**config.mk**
```make
export PLATFORM = sky130hd
export DESIGN_NAME = multi_cycle_ctrl
export DESIGN_NICKNAME = d
export VERILOG_FILES = /design/src/rtl/multi_cycle_ctrl.sv
export SDC_FILE = /design/constraint.sdc
export NUM_CORES = 1
export LEC_CHECK = 0
export CAP_MARGIN = 20
export CORE_MARGIN = 1
export CORE_UTILIZATION = 44
export DETAILED_ROUTE_END_ITERATION = 10
export MAX_ROUTING_LAYER = met4
export PLACE_DENSITY = 0.79
export SETUP_SLACK_MARGIN = 0.2
export SLEW_MARGIN = 20
export SYNTH_ARGS = -nofsm -noshare
export SYNTH_HDL_FRONTEND = slang
export SYNTH_SLANG_ARGS = --single-unit
export TNS_END_PERCENT = 1
```
**constraint.sdc**
```tcl
create_clock -name clk -period 2 [get_ports clk]
set_input_delay 0.4 -clock clk [delete_from_list [all_inputs] [get_ports clk]]
set_output_delay 0.4 -clock clk [all_outputs]
set_load 0.02 [all_outputs]
```
**src/rtl/multi_cycle_ctrl.sv**
```systemverilog
// Control FSM for a multi-cycle MIPS datapath. The state register and the
// opcode latched in DECODE drive every datapath strobe and mux select.
// FETCH and MEM_WR also look at mem_ready so that a stalled memory access
// never fires its completing strobes.
module multi_cycle_ctrl (
  input  logic       clk,
  input  logic       rst,
  input  logic [5:0] op,
  input  logic       zero,
  input  logic       mem_ready,
  output logic       pc_write,
  output logic       pc_write_cond,
  output logic       iord,
  output logic       mem_read,
  output logic       mem_write,
  output logic       ir_write,
  output logic       reg_dst,
  output logic       mem_to_reg,
  output logic       reg_write,
  output logic       alu_src_a,
  output logic [1:0] alu_src_b,
  output logic [2:0] alu_op,
  output logic [1:0] pc_source,
  output logic       ext_sel,
  output logic [3:0] state,
  output logic       retire,
  output logic       illegal
);

  typedef enum logic [3:0] {
    S_FETCH    = 4'd0,
    S_DECODE   = 4'd1,
    S_MEM_ADDR = 4'd2,
    S_MEM_RD   = 4'd3,
    S_MEM_WB   = 4'd4,
    S_MEM_WR   = 4'd5,
    S_R_EXE    = 4'd6,
    S_R_WB     = 4'd7,
    S_BRANCH   = 4'd8,
    S_JUMP     = 4'd9,
    S_I_EXE    = 4'd10,
    S_I_WB     = 4'd11
  } state_t;

  localparam logic [5:0] OP_RTYPE = 6'h00;
  localparam logic [5:0] OP_J     = 6'h02;
  localparam logic [5:0] OP_BEQ   = 6'h04;
  localparam logic [5:0] OP_ADDI  = 6'h08;
  localparam logic [5:0] OP_ANDI  = 6'h0C;
  localparam logic [5:0] OP_ORI   = 6'h0D;
  localparam logic [5:0] OP_LW    = 6'h23;
  localparam logic [5:0] OP_SW    = 6'h2B;

  state_t     state_reg;
  logic [5:0] op_reg;

  // The zero flag is consumed by the datapath (ANDed with pc_write_cond).
  logic unused_zero;
  assign unused_zero = zero;

  // State sequencing; op is captured only on the DECODE edge.
  always_ff @(posedge clk) begin
    if (rst) begin
      state_reg <= S_FETCH;
      op_reg    <= 6'h00;
    end else begin
      case (state_reg)
        S_FETCH:    if (mem_ready) state_reg <= S_DECODE;
        S_DECODE: begin
          op_reg <= op;
          case (op)
            OP_LW, OP_SW:             state_reg <= S_MEM_ADDR;
            OP_RTYPE:                 state_reg <= S_R_EXE;
            OP_BEQ:                   state_reg <= S_BRANCH;
            OP_J:                     state_reg <= S_JUMP;
            OP_ADDI, OP_ANDI, OP_ORI: state_reg <= S_I_EXE;
            default:                  state_reg <= S_FETCH;
          endcase
        end
        S_MEM_ADDR: state_reg <= (op_reg == OP_SW) ? S_MEM_WR : S_MEM_RD;
        S_MEM_RD:   if (mem_ready) state_reg <= S_MEM_WB;
        S_MEM_WR:   if (mem_ready) state_reg <= S_FETCH;
        S_R_EXE:    state_reg <= S_R_WB;
        S_I_EXE:    state_reg <= S_I_WB;
        default:    state_reg <= S_FETCH;
      endcase
    end
  end

  // Output decode; everything is forced low while rst is high so an
  // aborted instruction cannot leak a strobe in the reset cycle.
  always_comb begin
    pc_write      = 1'b0;
    pc_write_cond = 1'b0;
    iord          = 1'b0;
    mem_read      = 1'b0;
    mem_write     = 1'b0;
    ir_write      = 1'b0;
    reg_dst       = 1'b0;
    mem_to_reg    = 1'b0;
    reg_write     = 1'b0;
    alu_src_a     = 1'b0;
    alu_src_b     = 2'b00;
    alu_op        = 3'b000;
    pc_source     = 2'b00;
    ext_sel       = 1'b0;
    retire        = 1'b0;
    illegal       = 1'b0;
    state         = 4'd0;
    if (!rst) begin
      state = state_reg;
      case (state_reg)
        S_FETCH: begin
          mem_read  = 1'b1;
          alu_src_b = 2'b01;
          ir_write  = mem_ready;
          pc_write  = mem_ready;
        end
        S_DECODE: begin
          alu_src_b = 2'b11;
          case (op)
            OP_LW, OP_SW, OP_RTYPE, OP_BEQ, OP_J,
            OP_ADDI, OP_ANDI, OP_ORI: illegal = 1'b0;
            default:                  illegal = 1'b1;
          endcase
        end
        S_MEM_ADDR: begin
          alu_src_a = 1'b1;
          alu_src_b = 2'b10;
        end
        S_MEM_RD: begin
          iord     = 1'b1;
          mem_read = 1'b1;
        end
        S_MEM_WB: begin
          reg_write  = 1'b1;
          mem_to_reg = 1'b1;
          retire     = 1'b1;
        end
        S_MEM_WR: begin
          iord      = 1'b1;
          mem_write = 1'b1;
          retire    = mem_ready;
        end
        S_R_EXE: begin
          alu_src_a = 1'b1;
          alu_op    = 3'b010;
        end
        S_R_WB: begin
          reg_write = 1'b1;
          reg_dst   = 1'b1;
          retire    = 1'b1;
        end
        S_BRANCH: begin
          alu_src_a     = 1'b1;
          alu_op        = 3'b001;
          pc_write_cond = 1'b1;
          pc_source     = 2'b01;
          retire        = 1'b1;
        end
        S_JUMP: begin
          pc_write  = 1'b1;
          pc_source = 2'b10;
          retire    = 1'b1;
        end
        S_I_EXE, S_I_WB: begin
          // ALU op and extension mode persist into write-back so the
          // ALU result feeding the register file stays stable.
          case (op_reg)
            OP_ANDI: begin alu_op = 3'b011; ext_sel = 1'b1; end
            OP_ORI:  begin alu_op = 3'b100; ext_sel = 1'b1; end
            default: begin alu_op = 3'b000; ext_sel = 1'b0; end
          endcase
          if (state_reg == S_I_EXE) begin
            alu_src_a = 1'b1;
            alu_src_b = 2'b10;
          end else begin
            reg_write = 1'b1;
            retire    = 1'b1;
          end
        end
        default: begin
          // Unreachable codes: all strobes stay low, next edge goes to FETCH.
        end
      endcase
    end
  end

endmodule

```
==> flow_summary.ini <==
[status]
status = completed

[worst_setup_path]
crit_type = flip-flop to primary output
crit_fanout = 3
worstReg2RegStart = state_reg[1]
critical_path_required_ns = 1.60
critPathLaunchType = flip-flop
critical_path_arrival_ns = 1.59
reg2reg_setup_slack_ns = 0.28
reg2reg_to = state_reg[1]
crit_path_start = state_reg[1]
end_kind = primary output
reg2reg_depth = 6

[sta]
hold_violations = 0
hold_slack_ns = 0.595
drv_slew = 0
fin_crit_sh_pct = 99.6
grt_setup_unrepaired = true
final.setup.tns_ns = 0
slew_headroom_pct = 66.1
fmax_ghz = 0.502
worst_pin_slew_ns = 0.507
fin_ws_ns = 0.00870
finClkSkew_ns = 0.00831
layout_min_cycle_time_ns = 1.99
setup_violations = 0

[die]
die_h_um = 47.8
ioPinCount = 34
design.die.area_sq_mm = 0.00228
die_x_um = 47.8
start_util_pct = 46.9
rows = 16
core_sq_mm = 0.00196

[power_and_ir_drop]
p_switching_w = 0.000226
total_leakage_power_nw = 0.716
peakVddDrop_v = 0.000430
clkPwrFrac_pct = 21.7
combinationalPowerShare_pct = 43.3
cellPowerDensity_mw_per_mm2 = 412
internal_power_w = 0.000421
switching_share_pct = 35.0
p_seq_share_pct = 35.1

[drt]
via_per_inst = 5.67
wl_mm = 3.28
drt_iter0_drc = 28
routed-via-count = 1191
drt.antenna.violating_nets = 0
wire_per_inst_um = 15.6
drc_errors = 0
firstDrtPassIters = 4

[synthesis]
syn_area_per_cell_sq_um = 7.43
syn_nets = 134
synth_edf_count = 0
yosysSeqAreaShare_pct = 21.7
syn-instance-count = 124
netlist.top_cell.by_area = dfxtp_1
ys_warn_count = 0
synth.cell_area_sq_um = 921
synthTopCellsByArea = dfxtp_1 (22%), nor2_1 (7.3%), mux2i_1 (6.5%), nor3_1 (4.3%), nand2b_1 (4.1%)
synth-seq-cells = 10
async_flop_share_pct = 0
yosysUniqueCellTypes = 49
synth_top_area_share_pct = 21.7
synth_ff_type = dfxtp_1

[clock_tree]
cts_tree = built
postCtsSetupBuffers = 0
cts-buffers-inserted = 3
cts_max_path_buffers = 2
clk_latency_ns = 0.27
clockRootBuffer = clkbuf_4
htreeDepth = 1
clock_sinks = 10
clk_pin_slew_worst_paths_ns = 0.07

[cells_and_area]
largest_reg_flops = 6
drive_gt1_share_pct = 48.6
final_nets = 195
n_antenna_cell = 0
areaGrowthSynthToFinish_pct = 70.8

[global_route]
antenna_found_initial = 0
grtUsageTotal_pct = 32.0
grt_overflow = 0
grt_max_degree = 22
grt_pass1_vias = 1042
grt_pass1_wl_mm = 4.71

[worst_hold_path]
hold_end = op_reg[5]
hold_depth = 3
min_path_type = flip-flop to flip-flop
holdCritStartpoint = op_reg[5]

[place]
numPortBuffers = 32
pre_cts_slack_ns = -0.776
gp_congestion = 0.940
dp_hpwl_mm = 2.44

[flow_run]
drv_cap = 0
## metal layers
layer | global-route usage (%) | routed length, um
met2 | 54.9 | 1720
met1 | 34.3 | 1310
met4 | 19.4 | 82
met5 | - | 0
met3 | 4.53 | 165
## synth_stat cells (2+ instances only)
| cell | instances |
|---|---|
| o21bai_1 | 2 |
| clkbuf_1 | 5 |
| nor4b_1 | 2 |
| nor2_1 | 18 |
| nor2b_1 | 5 |
| o21ai_0 | 2 |
| nor3_1 | 8 |
| a31oi_1 | 3 |
| buf_2 | 4 |
| o21ai_1 | 2 |
| buf_1 | 2 |
| inv_1 | 3 |
| nor4_1 | 3 |
| a41oi_1 | 2 |
| nor3b_1 | 2 |
| nand2b_1 | 6 |
| inv_2 | 2 |
| mux2i_1 | 6 |
| dfxtp_1 | 10 |
| buf_4 | 2 |
| nand2_1 | 5 |
| nand3b_1 | 3 |
## final cells by class
| type | count | area (sq um) |
|---|---|---|
| repair buffers | 69 | 552 |
| inverters | 5 | 21.3 |
| fillers | 147 | 389 |
| clock buffers | 3 | 22.5 |
| multi-input cells | 96 | 738 |
| well taps | 27 | 33.8 |
| flip-flops and latches | 10 | 205 |
## what timing repair did
| action | 4_1_cts | 5_1_grt |
|---|---|---|
| hold buffers | 0 | 0 |
| resized for setup | 124 | 19 |
| endpoints found under the setup margin | 24 | 20 |
| pin swaps | 4 | 4 |
## metrics by stage
step	instances	instance area, sq um	power [W]	util, %
finish	210	1570	0.000647	80.2
global route	210	1570	0.000685	80.2
CTS	210	1540	0.000635	78.4
detailed placement	207	1530	0.000494	77.8
global placement	207	1530	0.000487	77.8
floorplan	124	956	0.000365	-
## logic make-up after synthesis
logic type / share of synthesized area, %
simple gates: 40.1
compound gates: 21.1
buf+inv: 8.70
flops: 21.7
mux: 6.52
xor+xnor: 1.90
## power by group through the flow
stage	sequential [W]	combinational [W]	clock, W
2_1_floorplan	0.000225	0.000140	0
3_3_place_gp	0.000227	0.000260	0
3_5_place_dp	0.000228	0.000266	0
4_1_cts	0.000225	0.000265	0.000145
5_1_grt	0.000229	0.000300	0.000156
6_report	0.000227	0.000280	0.000140
## cells in the final DEF (no fill, tap or decap), types with 2 or more instances in the layout
cell              n
buf_4            40
clkbuf_4          3
o21ai_0           2
nor2_1           16
nand2_1           5
nor4b_2           2
nor3b_1           2
nor2b_1           3
a31oi_1           3
dlygate4sd2_1     7
dfxtp_1           6
nor3_2            2
nor3_1            6
buf_2             9
clkdlybuf4s50_1   2
nand2b_4          2
inv_1             3
nor2b_4           2
nand3b_1          3
dfxtp_2           4
a41oi_1           2
buf_6            10
mux2i_1           6
nand2b_1          5
## worst max-delay path, cell delays in order, from the launching register on
cell      delay [ns]
dfxtp_2         0.32
and2b_2         0.15
nand3b_1        0.07
or4_4           0.46
inv_4           0.07
and2_4          0.13
buf_6           0.11
## how the worst max path moves through the flow
stage | to | slack (ns)
after global routing | pc_write | -0.05
after CTS | alu_op[2] | -0.1
final | alu_op[2] | 0.009
after floorplan | pc_write | 0.08
after global placement | alu_op[2] | -0.77
after detailed placement | alu_op[2] | -0.78
No activity file was read; power rests on OpenSTA's default activity.
